### config.mk
export PLATFORM = sky130hd
export DESIGN_NAME = stopwatch_ctrl
export DESIGN_NICKNAME = d
export VERILOG_FILES = /design/src/rtl/stopwatch_pkg.sv /design/src/rtl/stopwatch_ctrl_bcd_mod60.sv /design/src/rtl/stopwatch_ctrl.sv
export SDC_FILE = /design/constraint.sdc
export NUM_CORES = 1
export LEC_CHECK = 0
export ABC_AREA = 1
export CORE_UTILIZATION = 40
export CTS_CLUSTER_DIAMETER = 100
export DETAILED_ROUTE_END_ITERATION = 8
export SETUP_SLACK_MARGIN = 0.4
export SYNTH_ARGS = -nofsm -noshare
export SYNTH_HDL_FRONTEND = slang
export SYNTH_HIERARCHICAL = 1
export SYNTH_SLANG_ARGS = --single-unit
### constraint.sdc
create_clock -name src_clk -period 3 [get_ports src_clk]
set_clock_uncertainty 0.1 [all_clocks]
set_input_delay 0.45 -clock src_clk [delete_from_list [all_inputs] [get_ports src_clk]]
set_output_delay 0.45 -clock src_clk [all_outputs]
set_load 0.02 [all_outputs]
### src/rtl/stopwatch_pkg.sv
// Shared encodings for the stopwatch controller: FSM states, BCD limits and
// the bit positions of the per-digit blank vector.
package stopwatch_pkg;

    typedef enum logic [1:0] {
        ST_IDLE   = 2'd0,
        ST_RUN    = 2'd1,
        ST_PAUSE  = 2'd2,
        ST_ADJUST = 2'd3
    } state_e;

    localparam logic [3:0] TENS_MAX = 4'd5;
    localparam logic [3:0] ONES_MAX = 4'd9;

    localparam int BLANK_MIN_TENS = 3;
    localparam int BLANK_MIN_ONES = 2;
    localparam int BLANK_SEC_TENS = 1;
    localparam int BLANK_SEC_ONES = 0;

    // Blank mask covering the two digits of the field chosen by sw_sel.
    function automatic logic [3:0] field_blank(input logic sel_sec);
        logic [3:0] b;
        b = '0;
        if (sel_sec) begin
            b[BLANK_SEC_TENS] = 1'b1;
            b[BLANK_SEC_ONES] = 1'b1;
        end else begin
            b[BLANK_MIN_TENS] = 1'b1;
            b[BLANK_MIN_ONES] = 1'b1;
        end
        return b;
    endfunction

endpackage

### src/rtl/stopwatch_ctrl_bcd_mod60.sv
// Two-digit BCD counter 00..59. clr wins over inc; wrap flags an increment
// out of 59 so the caller can carry into the next field.
module bcd_mod60
    import stopwatch_pkg::*;
(
    input  logic       src_clk,
    input  logic       reset,
    input  logic       inc,
    input  logic       clr,
    output logic [3:0] tens,
    output logic [3:0] ones,
    output logic       wrap
);

    assign wrap = inc && (tens == TENS_MAX) && (ones == ONES_MAX);

    always_ff @(posedge src_clk or posedge reset) begin
        if (reset) begin
            tens <= '0;
            ones <= '0;
        end else if (clr) begin
            tens <= '0;
            ones <= '0;
        end else if (inc) begin
            if (ones == ONES_MAX) begin
                ones <= '0;
                tens <= (tens == TENS_MAX) ? 4'd0 : tens + 4'd1;
            end else begin
                ones <= ones + 4'd1;
            end
        end
    end

endmodule

### src/rtl/stopwatch_ctrl.sv
// Stopwatch sequencer: conditions buttons and divider ticks, runs the
// IDLE/RUN/PAUSE/ADJUST machine and drives the MM:SS counters and blanking.
module stopwatch_ctrl
    import stopwatch_pkg::*;
#(
    parameter int SYNC_STAGES = 2
) (
    input  logic       src_clk,
    input  logic       reset,
    input  logic       clk_1hz,
    input  logic       clk_2hz,
    input  logic       clk_4hz,
    input  logic       btn_pause,
    input  logic       btn_clear,
    input  logic       sw_adj,
    input  logic       sw_sel,
    output logic [3:0] min_tens,
    output logic [3:0] min_ones,
    output logic [3:0] sec_tens,
    output logic [3:0] sec_ones,
    output logic       running,
    output logic [3:0] blank,
    output state_e     dbg_state
);

    logic [SYNC_STAGES-1:0] pause_sync, clear_sync, adj_sync, sel_sync;
    logic pause_prev, hz1_prev, hz2_prev, hz4_prev, ticks_armed;
    logic pause_s, clear_s, adj_s, sel_s;
    logic press, tick_1, tick_2, tick_4;
    logic run_active, adj_active, sec_inc, min_inc, sec_wrap, min_wrap_unused;
    logic phase, phase_nxt;
    state_e state, state_nxt;

    always_ff @(posedge src_clk or posedge reset) begin
        if (reset) begin
            pause_sync  <= '0;
            clear_sync  <= '0;
            adj_sync    <= '0;
            sel_sync    <= '0;
            pause_prev  <= 1'b0;
            hz1_prev    <= 1'b0;
            hz2_prev    <= 1'b0;
            hz4_prev    <= 1'b0;
            ticks_armed <= 1'b0;
        end else begin
            pause_sync  <= {pause_sync[SYNC_STAGES-2:0], btn_pause};
            clear_sync  <= {clear_sync[SYNC_STAGES-2:0], btn_clear};
            adj_sync    <= {adj_sync[SYNC_STAGES-2:0], sw_adj};
            sel_sync    <= {sel_sync[SYNC_STAGES-2:0], sw_sel};
            pause_prev  <= pause_s;
            hz1_prev    <= clk_1hz;
            hz2_prev    <= clk_2hz;
            hz4_prev    <= clk_4hz;
            ticks_armed <= 1'b1;
        end
    end

    assign pause_s = pause_sync[SYNC_STAGES-1];
    assign clear_s = clear_sync[SYNC_STAGES-1];
    assign adj_s   = adj_sync[SYNC_STAGES-1];
    assign sel_s   = sel_sync[SYNC_STAGES-1];
    assign press   = pause_s & ~pause_prev;

    // The first cycle after reset only loads the previous-level registers, so
    // a divider output already high at release does not count as an edge.
    assign tick_1 = clk_1hz & ~hz1_prev & ticks_armed;
    assign tick_2 = clk_2hz & ~hz2_prev & ticks_armed;
    assign tick_4 = clk_4hz & ~hz4_prev & ticks_armed;

    // Counting uses the current state, so a tick coinciding with RUN->PAUSE
    // still lands while one coinciding with PAUSE->RUN does not.
    assign run_active = (state == ST_RUN)    && !adj_s && !clear_s;
    assign adj_active = (state == ST_ADJUST) &&  adj_s && !clear_s;
    assign sec_inc    = (run_active && tick_1) || (adj_active &&  sel_s && tick_2);
    assign min_inc    = (run_active && sec_wrap) || (adj_active && !sel_s && tick_2);
    assign phase_nxt  = phase ^ tick_4;

    always_comb begin
        state_nxt = state;
        if (clear_s) begin
            state_nxt = ST_IDLE;
        end else if (adj_s) begin
            state_nxt = ST_ADJUST;
        end else begin
            case (state)
                ST_IDLE:   if (press) state_nxt = ST_RUN;
                ST_RUN:    if (press) state_nxt = ST_PAUSE;
                ST_PAUSE:  if (press) state_nxt = ST_RUN;
                ST_ADJUST: state_nxt = ST_PAUSE;
                default:   state_nxt = ST_IDLE;
            endcase
        end
    end

    always_ff @(posedge src_clk or posedge reset) begin
        if (reset) begin
            state   <= ST_IDLE;
            running <= 1'b0;
            phase   <= 1'b0;
            blank   <= '0;
        end else begin
            state   <= state_nxt;
            running <= (state_nxt == ST_RUN);
            phase   <= phase_nxt;
            blank   <= ((state_nxt == ST_ADJUST) && phase_nxt) ? field_blank(sel_s) : 4'b0000;
        end
    end

    assign dbg_state = state;

    bcd_mod60 u_sec (
        .src_clk (src_clk),
        .reset   (reset),
        .inc     (sec_inc),
        .clr     (clear_s),
        .tens    (sec_tens),
        .ones    (sec_ones),
        .wrap    (sec_wrap)
    );

    bcd_mod60 u_min (
        .src_clk (src_clk),
        .reset   (reset),
        .inc     (min_inc),
        .clr     (clear_s),
        .tens    (min_tens),
        .ones    (min_ones),
        .wrap    (min_wrap_unused)
    );

endmodule

==> summary by stage, run 1 <==
Setup path
The endpoint kind of the worst setup timing path is a flop. In this design, the critical path's most frequently occurring cell is nand2_1. The end of the critical path is u_min/tens[1]. The data required time of the worst path is a little over 3 ns.

Walking the worst path, the cells encountered are clkdlybuf4s50_1 -> nand2_1 -> nor2_1 -> nand4_1 -> o21ai_1 -> nand4_2 -> nor2_1 -> nand2_1 -> o21ai_0 -> nor2_1 -> inv_2 -> nand2_2 -> nand2_1 -> nand2_1. The slowest stage cell on the critical path is clkdlybuf4s50_1. STA classifies the critical path startpoint as an input pin.

The most critical setup path has its startpoint at clk_2hz. The family of cells with the greatest summed delay on the critical path is simple AND/OR/NAND/NOR gates. The number of buffer and inverter instances along the worst setup path is 2. In this run the register-to-register setup slack is 0.72 ns. The worst register-to-register path begins at clear_sync[1]. The critical path runs through a total of 14 cells. For the worst setup path, the data arrival time is approximately 2.4 ns. Measured in cells, the most critical reg-to-reg path has a length of 12. The worst setup path is of the in -> reg kind. The capturing point of the worst reg2reg path is u_min/tens[1]. The highest net fanout along the worst path is 5. On the worst path, the slowest cell contributes a delay of 0.47 ns.

Layout
The number of standard cells in the layout, taps in and fillers out is approximately 300. The relative area change from synthesis to final layout is 27.95%. After the last flow step, the layout net total stands at 260.

The filler cell count in the final layout is 373. The library cells used most frequently in the layout, excluding fill and tap cells, are nand2_1, dfrtp_1, inv_1, clkdlybuf4s50_1, nor2_1. The final core area utilization is 0.5360.

The number of inserted diodes is 0. The most common cell after layout, fill and taps aside is nand2_1. Of the cells placed in the final design, the portion with a size suffix greater than 1 is 0.08230.

Global routing
The total routing usage reported by global routing is 0.1629. Entering global routing, the biggest net connects 20 pins. The number of antenna violations at the first check in global routing came to 0. The first-pass GRT wire length is between 5000 and 6000 um.

The global-route congestion overflow total is 0. The number of global-route vias before repair came to 1183.

Clock network
The root buffer cell is clkbuf_8. For this design, the sink count on the clock tree is 35. The clock insertion delay at the later pin of the skew report is 0.29 ns.

The total CTS buffers is 5. TritonCTS built the clock tree. Hold repair after CTS inserted 0 buffers. The clock tree synthesis step divided the H-tree into 2 levels.

Counting along the longest clock path gives a buffer depth of 2. After clock tree synthesis, the clock-pin slew on the worst setup and hold paths is 0.07 ns.

Detailed routing
The first TritonRoute pass finished after 4 iterations. The via count of the routed design is 1342. The first routing iteration left 75 violations. The final routed DRC violation total is 0. The number of antenna-violating nets in the routed design is 0. The wire length per cell is roughly 10 um. After detailed routing, the number of vias per cell comes to 4.580. The total routed wirelength is between 3000 and 4000 um.

Timing
The worst setup slack after layout is between 0.6 and 0.7 ns. For the pin with the worst max-slew slack, the measured transition is 0.6815 ns. Setup repair after global routing left no endpoint under its margin.

The clock period minus worst slack is 2.329 ns. In this run the tightest slew margin relative to its limit is 0.5451. The final number of max-transition violations is 0. Hold is met by roughly 0.25 ns. The total negative slack is 0 ns. The share of the cycle needed by the critical path after routing is 0.7764. Setup violations remaining at the end of the flow were counted as 0. Static timing analysis puts the maximum clock frequency at 0.4293 GHz. The number of hold violations in the final report is 0.

Placement
The total instance count after detailed placement is 286. At the end of routability-driven placement, the weighted congestion stood at 0.8213. OpenSTA, run right after detailed placement, puts the worst setup slack at about 0.27 ns. After legalization and detailed placement, the total HPWL measured approximately 2200 um. The count of buffers added on input and output ports is 31.

Floorplan
The die covers 0.004484 mm2. The starting density of the core is 0.4189. Pin placement for this block handled 32 I/O pins. In this run the standard cell core region covers 0.004029 mm2. The standard-cell row count is 23. The chip height is 66.96 um. From left edge to right edge, the die measures 66.96 um.

Status
The flow ran to the end, and the final reports show no timing, DRC or antenna violations.

Synthesis
For this run, the number of Yosys warnings is 6. The synthesized area per cell is 8.194 um2. When the netlist entered floorplanning its net count stood at 223. Synthesis produced 206 cells. After synthesis the cells add up to 0.001688 mm2.

Power
The power per unit of standard cell area is 478.0 mW/mm2. The total leakage power is 1.137 nW. The maximum ir drop on the vdd rail is 0.3346 mV.

Min path
The path type of the worst min-delay path is reg -> reg.

Run
The max-capacitance violation count is 0.
## per-stage QoR
| stage | area, um2 | total power [mW] |
|---|---|---|
| 6_report | 2160 | 1.032 |
| 5_1_grt | 2160 | 1.084 |
| 4_1_cts | 2160 | 1.047 |
| 3_5_place_dp | 2053 | 0.6323 |
| 3_3_place_gp | 2053 | 0.6322 |
| 2_1_floorplan | 1688 | 0.5855 |
## flip-flops by register name (all words and copies together), names as in the netlist
signal	cells
u_sec/tens	4
pause_prev	1
u_sec/ones	4
phase	1
ticks_armed	1
dbg_state	2
u_min/tens	4
hz1_prev	1
u_min/ones	4
hz2_prev	1
sel_sync	2
adj_sync	2
blank	2
clear_sync	2
pause_sync	2
running	1
hz4_prev	1
## repair_timing
action                     CTS  global route
gates resized for setup      0             1
setup buffers                0             0
setup endpoints to repair    0             6
## worst min path at each step
stage,startpoint,end,cells past startpoint
floorplan,reset,u_min/ones[0],1
global placement,clear_sync[0],clear_sync[1],0
CTS,adj_sync[0],adj_sync[1],0
detailed placement,adj_sync[0],adj_sync[1],0
finish,adj_sync[0],adj_sync[1],0
global route,sel_sync[0],sel_sync[1],0
## power breakdown
part / internal [mW] / switching, mW
clock: 0.243 / 0.167
sequential: 0.493 / 0.0226
combinational: 0.0462 / 0.0608
total: 0.782 / 0.250
## final cells by class
class                           instances  area [um2]  share of cell area
Multi-Input combinational cell        135       669.4              0.3100
Clock inverter                          2       37.54             0.01738
Clock buffer                            5       68.82             0.03187
Tap cell                               50       62.56             0.02897
Timing Repair Buffer                   32       317.8              0.1472
Inverter                               34       127.6             0.05910
Sequential cell                        35       875.8              0.4056
## metal layers
metal,track usage,vias up,part of all wire
li1,-,697,-
met1,0.1961,610,0.46
met2,0.2538,29,0.47
met3,0.05651,6,0.043
met4,0.08511,0,0.019
met5,0,-,0
Power figures use the tool's default switching activity.
==> run 2: changes to the inputs <==
clock period = 2.4 ns   (was 3 ns; I/O delays follow)
==> summary by stage, run 2 (same netlist as run 1, synthesis figures left out) <==
Floorplan
The core region is 0.004029 mm2. The width of the die is 66.96 um. Pin placement for this block handled 32 I/O pins.

The overall die area is 0.004484 mm2. The standard-cell row count is 23. For this configuration, the core starts out at a cell density of 0.4189. The floorplan step set the die height to 66.96 um.

Timing
Dividing the final minimum period by the clock period gives 0.8201. For this run, the top clock speed supported by timing is about 0.5 GHz. The worst hold margin is between 0.2 and 0.25 ns. The number of hold violations in the final report was 0. Setup violations remaining at the end of the flow were counted as 0.

Setup repair after global routing could not meet its margin everywhere. The clock period minus worst slack is 1.968 ns. The final number of max-transition violations is 0. The total negative slack is 0 ns.

Clock network
The CTS sink count is 35. The later pin in the worst-skew pair is clocked with a latency of roughly 0.28 ns. The clock passes through at most 2 buffers. The number of hold-repair buffers added at the cts stage is 0.

The H-tree generated during clock tree synthesis spans 2 levels. The number of clock buffers added by TritonCTS is 5. TritonCTS built the clock tree. After clock tree synthesis, the clock-pin slew on the worst setup and hold paths is approximately 0.070 ns. In this run the clock root is driven by a clkbuf_8.

Setup path
Measured in cells, the most critical reg-to-reg path has a length of 14. The critical path goes through inv_2 -> nand2_4 -> nor3_4 -> nand4_1 -> o21ai_2 -> nand4_2 -> nor2_1 -> nand2_1 -> o21ai_4 -> nor2_4 -> nor2_1 -> nand2_1 -> nand2_1 -> nor2_1. Of all nets on the critical path, the largest fanout is 3.

STA classifies the critical path endpoint as a flop. The worst reg2reg path startpoint is dbg_state[1]. In this run the register-to-register setup slack is 0.43 ns. The worst stage delay on the critical path is 0.42 ns. The capturing point of the worst reg2reg path is u_min/ones[3]. The slowest stage cell on the critical path is dfrtp_2. For the worst setup path, the data required time is about 2.5 ns. The kind of start point of the critical path is a flop.

At the worst endpoint, the arrival time is around 2 ns. The critical path is of the reg -> reg type.

Placement
Routability-driven placement finished with a final weighted congestion of 0.8095. The number of port buffers is 31. After legalization and detailed placement, the total HPWL measured between 2000 and 2500 um. The total instance count after detailed placement is between 200 and 300.

Power
The clock network power share is 0.336. The switching share of total power is 0.2608. The internal portion of the total power is about 900 uW.

The analysis attributes to net switching a power of 313.9 uW. The total leakage power is 1.192 nW. The share of total power dissipated in combinational logic is 0.129.

The share of total power dissipated in sequential elements is 0.535. The maximum ir drop on the vdd rail is 0.3969 mV. In this run the power density over the cells is 520.8 mW/mm2.

Detailed routing
The wire length per cell is between 10 and 15 um. In the routed design, unresolved DRC markers number 0. The number of antenna-violating nets in the routed design is 0. For this block, the routed nets add up to roughly 3300 um of wire. The iteration count of the initial detailed-routing pass is 4. Detailed routing inserted a total of about 1400 vias. The via count normalized by instance count is 4.629. The number of violations reported at the end of detailed-routing iteration 0 is 62.

Global routing
The global-route congestion overflow total is 0. The first global-routing pass estimated 5437 um of wire. The number of global-route vias before repair is 1225.

Across every metal layer, demand over resource in global routing totals 0.1696. Entering global routing, the biggest net connects 20 pins. The number of antenna violations at the first check in global routing is 0.

Min path
The worst hold path begins at clk_2hz. The path type of the worst min-delay path is in -> reg. Counting instances, the worst hold path has a depth of 1. The worst-case hold path end point is hz2_prev.

Layout
In the layout the commonest cells are nand2_1, dfrtp_1, inv_1, clkdlybuf4s50_1, nor2_1. The final core area utilization is 0.5736. The most common cell after layout, fill and taps aside is nand2_1.

The ratio of cells with drive above 1 in the final layout is 0.1634. The relative area change from synthesis to final layout is 36.92%. The number of nets in the layout is 273. For this run, the number of standard cells in the final layout without fillers is 307. 0 antenna diodes ended up in the layout.

Run
The max-capacitance violation count is 0.

Status
The flow ran to the end, and the final reports show no timing, DRC or antenna violations.
==> run 2: cell types whose count changed in the layout (fill, tap and decap cells not counted), sizes merged <==
cell / delta
dlygate4sd2: +1
clkbuf: +2
clkdlybuf4s50: -1
buf: +13
bufinv: -1
clkinv: +1
clkinvlp: -1
==> run 2: per-layer routing <==
metal / GRT usage / share of wire / vias to the layer above
met3: 0.05479 / 0.046 / 6
met4: 0.09043 / 0.014 / 0
met2: 0.2500 / 0.47 / 32
met1: 0.2186 / 0.47 / 652
li1: - / - / 731
met5: 0 / 0 / -
==> run 2: layout make-up <==
class | count | area, um2
Timing Repair Buffer | 45 | 417.9
Inverter | 34 | 130.1
Multi-Input combinational cell | 135 | 742.0
Tap cell | 50 | 62.56
Sequential cell | 35 | 877.1
Clock buffer | 7 | 76.32
Fill cell | 388 | 1718
Clock inverter | 1 | 5.005
==> run 2: power groups by stage <==
stage	sequential, mW	clock, mW	combinational (mW)
2_1_floorplan	0.664	0	0.0697
3_3_place_gp	0.654	0	0.142
3_5_place_dp	0.654	0	0.142
4_1_cts	0.643	0.424	0.144
5_1_grt	0.647	0.442	0.173
6_report	0.644	0.404	0.156
==> run 2: per-stage QoR <==
stage	total power, mW	worst slack (ns)	area [um2]
3_5_place_dp	0.7963	0.03120	2090
4_1_cts	1.211	0.4401	2226
2_1_floorplan	0.7334	0.4466	1702
6_report	1.204	0.4318	2311
5_1_grt	1.262	0.2410	2311
3_3_place_gp	0.7955	0.09191	2090
==> run 2: worst max-delay path by stage <==
stage,startpoint,to,depth (start not counted)
after floorplan,dbg_state[1],u_min/ones[3],14
after global placement,clk_2hz,u_min/tens[3],13
after detailed placement,clk_2hz,u_min/tens[3],13
after CTS,dbg_state[1],u_min/ones[2],15
after global routing,dbg_state[1],u_min/tens[3],13
final,dbg_state[1],u_min/ones[3],14
==> run 2: critical path: cells and delay by family (launching register included) <==
kind	cells	cell delay [ns]
simple gates	11	1.04
flops	1	0.42
compound gates	2	0.22
buf+inv	1	0.08
==> run 2: timing repair <==
| action | 4_1_cts | 5_1_grt |
|---|---|---|
| resized for setup | 6 | 12 |
| pin swaps | 9 | 10 |
| hold endpoints to repair | 0 | 0 |
| setup buffers | 4 | 6 |
| endpoints found under the setup margin | 7 | 8 |
